==> src/rtl/serial_transfer_pkg.sv <==
// serial_transfer_pkg: shared types and sizing helpers for the serial transfer unit.
// Optional feature macro: SERIAL_PARITY_EN (appends an even-parity bit after the LSB).
package serial_transfer_pkg;

  typedef enum logic [1:0] {
    IDLE   = 2'd0,
    LOADED = 2'd1,
    SHIFT  = 2'd2,
    DONE   = 2'd3
  } tx_state_t;

`ifdef SERIAL_PARITY_EN
  localparam int PARITY_BITS = 1;
`else
  localparam int PARITY_BITS = 0;
`endif

  // Number of serial bits sent per word.
  function automatic int tx_len(input int width);
    return width + PARITY_BITS;
  endfunction

  // Counter must hold the value LEN without wrapping.
  function automatic int cnt_width(input int len);
    return $clog2(len + 1);
  endfunction

endpackage

==> src/rtl/serial_transfer_unit_tx_shift_reg.sv <==
// tx_shift_reg: parallel-load, MSB-first shift register for the serial transfer unit.
// Optional feature macro: SERIAL_PARITY_EN (stores even parity of the word as the last bit).
module tx_shift_reg
  import serial_transfer_pkg::*;
#(
  parameter int WIDTH = 8,
  parameter int LEN   = tx_len(WIDTH)
) (
  input  logic             i_clk,
  input  logic             i_rst_n,
  input  logic             i_load,
  input  logic             i_shift,
  input  logic [WIDTH-1:0] i_data,
  output logic             o_msb
);

  logic [LEN-1:0] r_sreg;
  logic [LEN-1:0] w_load_val;

`ifdef SERIAL_PARITY_EN
  // Even parity: the extra bit makes the total count of ones even.
  assign w_load_val = {i_data, ^i_data};
`else
  assign w_load_val = i_data;
`endif

  // Load wins over shift; the FSM never asserts both in the same cycle.
  always_ff @(posedge i_clk or negedge i_rst_n) begin
    if (!i_rst_n) begin
      r_sreg <= '0;
    end else if (i_load) begin
      r_sreg <= w_load_val;
    end else if (i_shift) begin
      r_sreg <= {r_sreg[LEN-2:0], 1'b0};
    end
  end

  assign o_msb = r_sreg[LEN-1];

endmodule

==> src/rtl/serial_transfer_unit.sv <==
// serial_transfer_unit: captures a result word and shifts it out MSB first.
// Optional feature macro: SERIAL_PARITY_EN (adds a trailing even-parity bit).
//
// state  | meaning
// IDLE   | waiting for SampleData; TransferData ignored
// LOADED | word captured; re-capture allowed, TransferData starts the shift
// SHIFT  | presenting bits while TransferData is high, pausing while low
// DONE   | TransferDone pulse cycle; returns to IDLE unconditionally
module serial_transfer_unit
  import serial_transfer_pkg::*;
#(
  parameter int WIDTH = 8
) (
  input  logic             Clk,
  input  logic             Reset,
  input  logic             SampleData,
  input  logic             TransferData,
  input  logic [WIDTH-1:0] InData,
  output logic             DataOut,
  output logic             OutValid,
  output logic             TransferDone,
  output logic             TxBusy
);

  localparam int             LEN  = tx_len(WIDTH);
  localparam int             CW   = cnt_width(LEN);
  localparam logic [CW-1:0]  LAST = CW'(LEN);

  tx_state_t     r_state;
  logic [CW-1:0] r_cnt;
  logic          r_data_out;
  logic          r_out_valid;
  logic          r_done;

  logic w_load;
  logic w_start;
  logic w_last_sent;
  logic w_shift;
  logic w_msb;

  // Capture is only honoured before the transfer starts; capture beats start in LOADED.
  assign w_load      = SampleData && ((r_state == IDLE) || (r_state == LOADED));
  assign w_start     = (r_state == LOADED) && TransferData && !SampleData;
  assign w_last_sent = (r_cnt == LAST);
  assign w_shift     = w_start || ((r_state == SHIFT) && TransferData && !w_last_sent);

  tx_shift_reg #(
    .WIDTH (WIDTH),
    .LEN   (LEN)
  ) u_shift (
    .i_clk   (Clk),
    .i_rst_n (Reset),
    .i_load  (w_load),
    .i_shift (w_shift),
    .i_data  (InData),
    .o_msb   (w_msb)
  );

  // FSM, bit counter and registered serial outputs.
  always_ff @(posedge Clk or negedge Reset) begin
    if (!Reset) begin
      r_state     <= IDLE;
      r_cnt       <= '0;
      r_data_out  <= 1'b0;
      r_out_valid <= 1'b0;
      r_done      <= 1'b0;
    end else begin
      r_out_valid <= 1'b0;
      r_done      <= 1'b0;
      case (r_state)
        IDLE: begin
          if (SampleData) r_state <= LOADED;
        end
        LOADED: begin
          if (w_start) begin
            r_state     <= SHIFT;
            r_data_out  <= w_msb;
            r_out_valid <= 1'b1;
            r_cnt       <= CW'(1);
          end
        end
        SHIFT: begin
          if (w_last_sent) begin
            r_done  <= 1'b1;
            r_state <= DONE;
          end else if (TransferData) begin
            r_data_out  <= w_msb;
            r_out_valid <= 1'b1;
            r_cnt       <= r_cnt + 1'b1;
          end
        end
        DONE: begin
          r_cnt   <= '0;
          r_state <= IDLE;
        end
        default: r_state <= IDLE;
      endcase
    end
  end

  assign DataOut      = r_data_out;
  assign OutValid     = r_out_valid;
  assign TransferDone = r_done;
  assign TxBusy       = (r_state != IDLE);

endmodule

==> config.mk <==
export PLATFORM = sky130hd
export DESIGN_NAME = serial_transfer_unit
export DESIGN_NICKNAME = d
export VERILOG_FILES = /design/src/rtl/serial_transfer_pkg.sv /design/src/rtl/serial_transfer_unit_tx_shift_reg.sv /design/src/rtl/serial_transfer_unit.sv
export SDC_FILE = /design/constraint.sdc
export NUM_CORES = 1
export LEC_CHECK = 0
export BUFFER_PORTS_ARGS = -buffer_cell sky130_fd_sc_hd__buf_2
export CAP_MARGIN = 20
export CORE_MARGIN = 2
export CORE_UTILIZATION = 57
export DETAILED_ROUTE_END_ITERATION = 8
export HOLD_SLACK_MARGIN = 0.06
export PLACE_DENSITY = 0.81
export SLEW_MARGIN = 25
export SYNTH_ARGS = -nofsm -noshare
export SYNTH_HDL_FRONTEND = slang
export SYNTH_SLANG_ARGS = --single-unit
export TNS_END_PERCENT = 30
==> constraint.sdc <==
create_clock -name Clk -period 6.3 [get_ports Clk]
set_input_delay 1.26 -clock Clk [delete_from_list [all_inputs] [get_ports Clk]]
set_output_delay 1.26 -clock Clk [all_outputs]
set_load 0.02 [all_outputs]
[Yosys cells after proc, flatten, opt, wreduce, memory -nomap -nowiden]
Index checks and enable logic that the tools add are counted.
Operators by class
  muxes and demuxes: 20
  add/sub/neg operators: 1
  equal/unequal tests: 9
  reduce and logical (&&, ||, !) cells: 17
Operators with widths (number)
  $mux W8: 2
  $mux W4: 3
  $pmux W4 S3: 1
  $ne A2 B2 Y1 const B: 5
  $mux W1: 8
  $pmux W2 S4: 1
  $reduce_and A4 Y1: 2
  $mux W2: 3
  $reduce_bool A2 Y1: 3
  $logic_and A1 B1 Y1: 5
  $add A4 B1 Y4 const B: 1
  $eq A2 B2 Y1 const B: 2
  $eq A4 B4 Y1 const B: 1
  $pmux W1 S2: 2
  $reduce_and A3 Y1: 1
  $reduce_bool A3 Y1: 1
  $eq A2 B1 Y1 const B: 1
  $logic_not A1 Y1: 2
  $logic_not A2 Y1: 1
  $logic_or A1 B1 Y1: 2
Word-level totals
  input bits: 12
  register bits after elaboration: 17

[Longest topological paths before layout]
  word-level depth: 6
  depth in mapped cells: 7

[Hierarchy]
From an unflattened synthesis, not the netlist that was laid out.
Second synthesis, totals
  cells, all modules: 90
  area, all modules: 945.9 µm²
By module, submodules not included
  serial_transfer_unit: cells each 56, area each 576.8 µm², seq. area each 225.2 µm², instances 1
  tx_shift_reg: cells each 34, area each 369.1 µm², seq. area each 200.2 µm², instances 1

[Least setup slack after synthesis]
No wires, ideal clock.
  path kind: input -> register
  start point: in TransferData
  end point: reg r_cnt[3]
  stages on the path: 4
  arrival time: 2.409 ns
  data required time: 6.231 ns
  path slack: 3.822 ns
  buffers on the path: 0
  library setup time: 0.069 ns
  cell sequence: o21ba_2 -> a2111o_1 -> or4b_1 -> nand3_1
Between the ends
  word-level cells in the longest chain between the ends: 4
  elaborated cells between the ends (all ways): 5
  those cells by class: 2 x eq/ne; 3 x reduce/logical
RTL lines
  start: declaration: line serial_transfer_unit.sv:17  | input logic TransferData,
  $logic_and A1 B1 Y1 (2 in series): line serial_transfer_unit.sv:43  | assign w_start = (r_state == LOADED) && TransferData && !SampleData;
  $ne A2 B2 Y1 (no line)
  $reduce_and A4 Y1 (no line) (*)
  end signal: assignment: line serial_transfer_unit.sv:89  | r_cnt <= r_cnt + 1'b1;
  end: declaration: line serial_transfer_unit.sv:30  | logic [CW-1:0] r_cnt;
Every way passes the cells marked *; elsewhere a longest branch is shown, timed or not.
A chain may end at the register's enable or synchronous reset.

[Final worst setup path]
  start point: reg r_state[0]
  end point: out TxBusy
Between the ends
  word-level cells in the longest chain between the ends: 1
RTL lines
  start: declaration: line serial_transfer_unit.sv:29  | tx_state_t r_state;
  start signal: assignment: line serial_transfer_unit.sv:62  | r_state <= IDLE;
  start signal: assignment: line serial_transfer_unit.sv:72  | if (SampleData) r_state <= LOADED;
  start signal: assignment: line serial_transfer_unit.sv:76  | r_state <= SHIFT;
  $reduce_bool A2 Y1: line serial_transfer_unit.sv:104  | assign TxBusy = (r_state != IDLE);
  end: declaration: line serial_transfer_unit.sv:22  | output logic TxBusy
No other way between the ends.

==> qor_table.md <==
| Item | Reported | Unit |
|---|---|---|
| Result of the run | finished clean | - |
| Count of pins on the block boundary | 16 | - |
| Via density | 5.62 | - |
| Half-perimeter wire length after placement | 1160 | µm |
| Grt total ovfl | 0 | - |
| Core region area | 0.00151 | mm² |
| Number of failing hold endpoints at the final stage | 0 | - |
| Antenna violations before repair | 0 | - |
| Element type at the critical path end | output port | - |
| Wire length after detailed routing | 1650 | µm |
| Launching element type of the critical path | register | - |
| Sequential cell area fraction in the yosys report | 0.467 | - |
| Fraction of power consumed by combinational cells | 0.477 | - |
| Number of distinct library cells after synthesis | 29 | - |
| Detailed-routed wire length on met2 | 825 | µm |
| Netlist area before placement | 911 | µm² |
| Cell mode on critical path | sky130_fd_sc_hd__inv_1 | - |
| Post-synth EDFFs | 0 | - |
| Max-cap check violation count | 0 | - |
| Clock-pin slew on the worst setup and hold paths | 0.09 | ns |
| Aggregate global-route resource usage | 0.195 | - |
| Number of warnings printed during yosys synthesis | 0 | - |
| Ratio of cells with drive above 1 in the final layout | 0.226 | - |
| Final Cycle Share | 0.403 | - |
| Clock tree from TritonCTS | built | - |
| Post-layout nets | 126 | - |
| Max Freq | 0.394 | GHz |
| Yosys reg bits | 17 | - |
| Cell accounting for the most synthesized area | sky130_fd_sc_hd__dfrtp_1 | - |
| Initial Utilization | 0.605 | - |
| Synthesized netlist net count | 109 | - |
| Leakage power | 0.480 | nW |
| Setup Skew | 0.00160 | ns |
| Number of instances in the synthesized netlist | 90 | - |
| Cell row count | 14 | - |
| Latest clock arrival within the worst-skew pair | 0.27 | ns |
| Required time worst endpoint | 5.04 | ns |
| Detailed-route wire length on metal 1 | 757 | µm |
| P_int | 273 | µW |
| Total power | 459 | µW |
| Arrival time at the worst endpoint | 1.28 | ns |
| Port-buffer cells | 15 | - |
| Vertical die dimension | 44.0 | µm |
| Width of the die | 44.0 | µm |
| Fraction of power consumed by the clock network | 0.120 | - |
| Final number of max-transition violations | 0 | - |
| Clock Tree Buf Depth | 2 | - |
| Post-cts sizing count | 0 | - |
| Worst Setup Path Type | reg2out | - |
| Gpl congestion | 0.757 | - |
| Average routed wire per standard cell | 13.5 | µm |
| Cells taking the most area after synthesis | sky130_fd_sc_hd__dfrtp_1, sky130_fd_sc_hd__ha_1, sky130_fd_sc_hd__mux2i_1 | - |
| H-Tree Level Count | 1 | - |
| Clock tree root driver cell | sky130_fd_sc_hd__clkbuf_4 | - |
| Violation count after the first detailed-routing iteration | 24 | - |
| Detailed-router iteration count before antenna repair | 4 | - |
| Layout overhead on the synthesized area | 12.5 | % |
| Switching power summed over all nets | 186 | µW |
| Transition at the pin with the smallest max-transition slack | 0.578 | ns |
| Count of buffers added by post-CTS timing repair for setup | 0 | - |
| Most frequently used flop master after synthesis | sky130_fd_sc_hd__dfrtp_1 | - |
| Ordered cell list for the critical path | inv_1 > ha_1 > inv_1 > buf_2 | - |
| Syn Area/Cell | 10.1 | µm² |
| Pin count of the biggest net entering global routing | 18 | - |
| Overall die area | 0.00193 | mm² |
| Worst path slowest cell | sky130_fd_sc_hd__dfrtp_1 | - |
| Post-route DRC | 0 | - |
| Global-route wire length before repair | 2790 | µm |
| Share of total power in sequential cells | 0.402 | - |
| Uppermost layer routed | met4 | - |
| HP Class | reg2reg | - |
| Total power divided by cell area | 448 | mW/mm² |
| Delay of the slowest cell on the worst path | 0.41 | ns |
| Total negative slack for setup checks | 0 | ns |
| Total length of routed met3 wires | 57 | µm |
| Antenna cell count | 0 | - |
| Worst supply voltage drop on vdd | 386 | µV |
| Worst slew margin relative to its limit | 0.615 | - |
| Final ANT Viol Nets | 0 | - |
| CTS Hold Buffers Added | 0 | - |
| Number of vias after detailed routing | 686 | - |
| Crit-path max FO | 4 | - |
| Via count of the first global-routing pass | 670 | - |
| Final Critical Period | 2.54 | ns |
| Count of final setup violators | 0 | - |
| Proportion of synthesized flip-flops having asynchronous set or reset | 1.00 | - |
| Fraction of post-synthesis cell area in the top cell type by area | 0.467 | - |
| Number of clock sinks | 17 | - |
| Unrepaired setup endpoints after global routing | no | - |
| Cts bufs inserted | 3 | - |
| Net switching fraction of the power | 0.406 | - |
per-layer routing:
layer	vias to the layer above	track usage
li1	346	-
met1	326	0.242
met2	12	0.341
met3	2	0.0375
met4	0	0.0606
met5	-	0
power groups by stage:
stage | Combinational [mW] | Clock, mW | Sequential (mW)
after floorplan | 0.167 | 0 | 0.186
after global placement | 0.208 | 0 | 0.183
after detailed placement | 0.216 | 0 | 0.187
after CTS | 0.217 | 0.0574 | 0.184
after global routing | 0.250 | 0.0627 | 0.191
final | 0.219 | 0.0551 | 0.185
worst paths after layout:
path	from	endpoint	slack, ns	depth (start not counted)
hold / removal	DataOut	DataOut	0.51	1
setup reg to reg	r_state[0]	r_cnt[3]	3.98	6
min in group asynchronous	Reset	r_cnt[1]	0.89	1
setup / recovery	r_state[0]	TxBusy	3.76	4
hold reg to reg	DataOut	DataOut	0.51	1
max in group asynchronous	Reset	u_shift.r_sreg[7]	5.15	1
worst max-delay path: cells and delay by family, from the launching register on:
kind       cells  cell delay, ns
fa+ha+maj      1            0.25
buf+inv        3            0.33
flops          1            0.41
layout by cell type (no fill, tap or decap), drive strengths merged:
cell / count
a222oi: 1
nor2b: 1
nand2: 8
and4b: 1
dfrtp: 17
ha: 7
nand3b: 1
inv: 7
nor2: 7
a21oi: 7
a32o: 1
mux2i: 7
a211oi: 1
nor3: 1
and2: 1
buf: 15
nand2b: 1
or4b: 1
mux2: 1
or3: 1
nand3: 3
a2111o: 1
o21ai: 6
o21ba: 1
clkbuf: 4
nor3b: 1
o211ai: 1
a211o: 1
o22ai: 1
final cells by class:
type,instances,area [µm²]
flip-flops and latches,17,425
well taps,16,20.0
fillers,128,482
inverters,7,26.3
clock buffers,4,26.3
multi-input cells,63,452
repair buffers,15,75.1
stage by stage:
step / util / cells / cell area [µm²] / setup WS (ns) / hold slack, ns
final: 0.680 / 122 / 1020 / 3.76 / 0.509
after global routing: 0.680 / 122 / 1020 / 3.64 / 0.546
after CTS: 0.678 / 122 / 1020 / 3.78 / 0.512
after detailed placement: 0.660 / 118 / 995 / 3.61 / 0.491
after global placement: 0.660 / 118 / 995 / 3.65 / 0.487
after floorplan: - / 90 / 911 / 3.82 / 0.479
synthesized netlist by cell type (3+ instances only):
cell type,number
sky130_fd_sc_hd__dfrtp_1,17
sky130_fd_sc_hd__nand2_1,8
sky130_fd_sc_hd__a21oi_1,7
sky130_fd_sc_hd__ha_1,7
sky130_fd_sc_hd__inv_1,7
sky130_fd_sc_hd__mux2i_1,7
sky130_fd_sc_hd__nor2_1,7
sky130_fd_sc_hd__o21ai_0,5
sky130_fd_sc_hd__clkbuf_1,3
sky130_fd_sc_hd__nand3_1,3
state kept, by name, indices dropped and copies added, names as in the netlist:
| signal | flops |
|---|---|
| r_state | 2 |
| u_shift.r_sreg | 8 |
| OutValid | 1 |
| TransferDone | 1 |
| r_cnt | 4 |
| DataOut | 1 |
cells by family after synthesis:
family,Yosys count,synth area share
adders and majority gates,7,0.0961
buffers and inverters,10,0.0412
AOI/OAI and AO/OA,21,0.151
and+or+nand+nor,27,0.155
muxes,8,0.0893
DFF,17,0.467
Note: power is estimated with default switching activity, not from simulation.
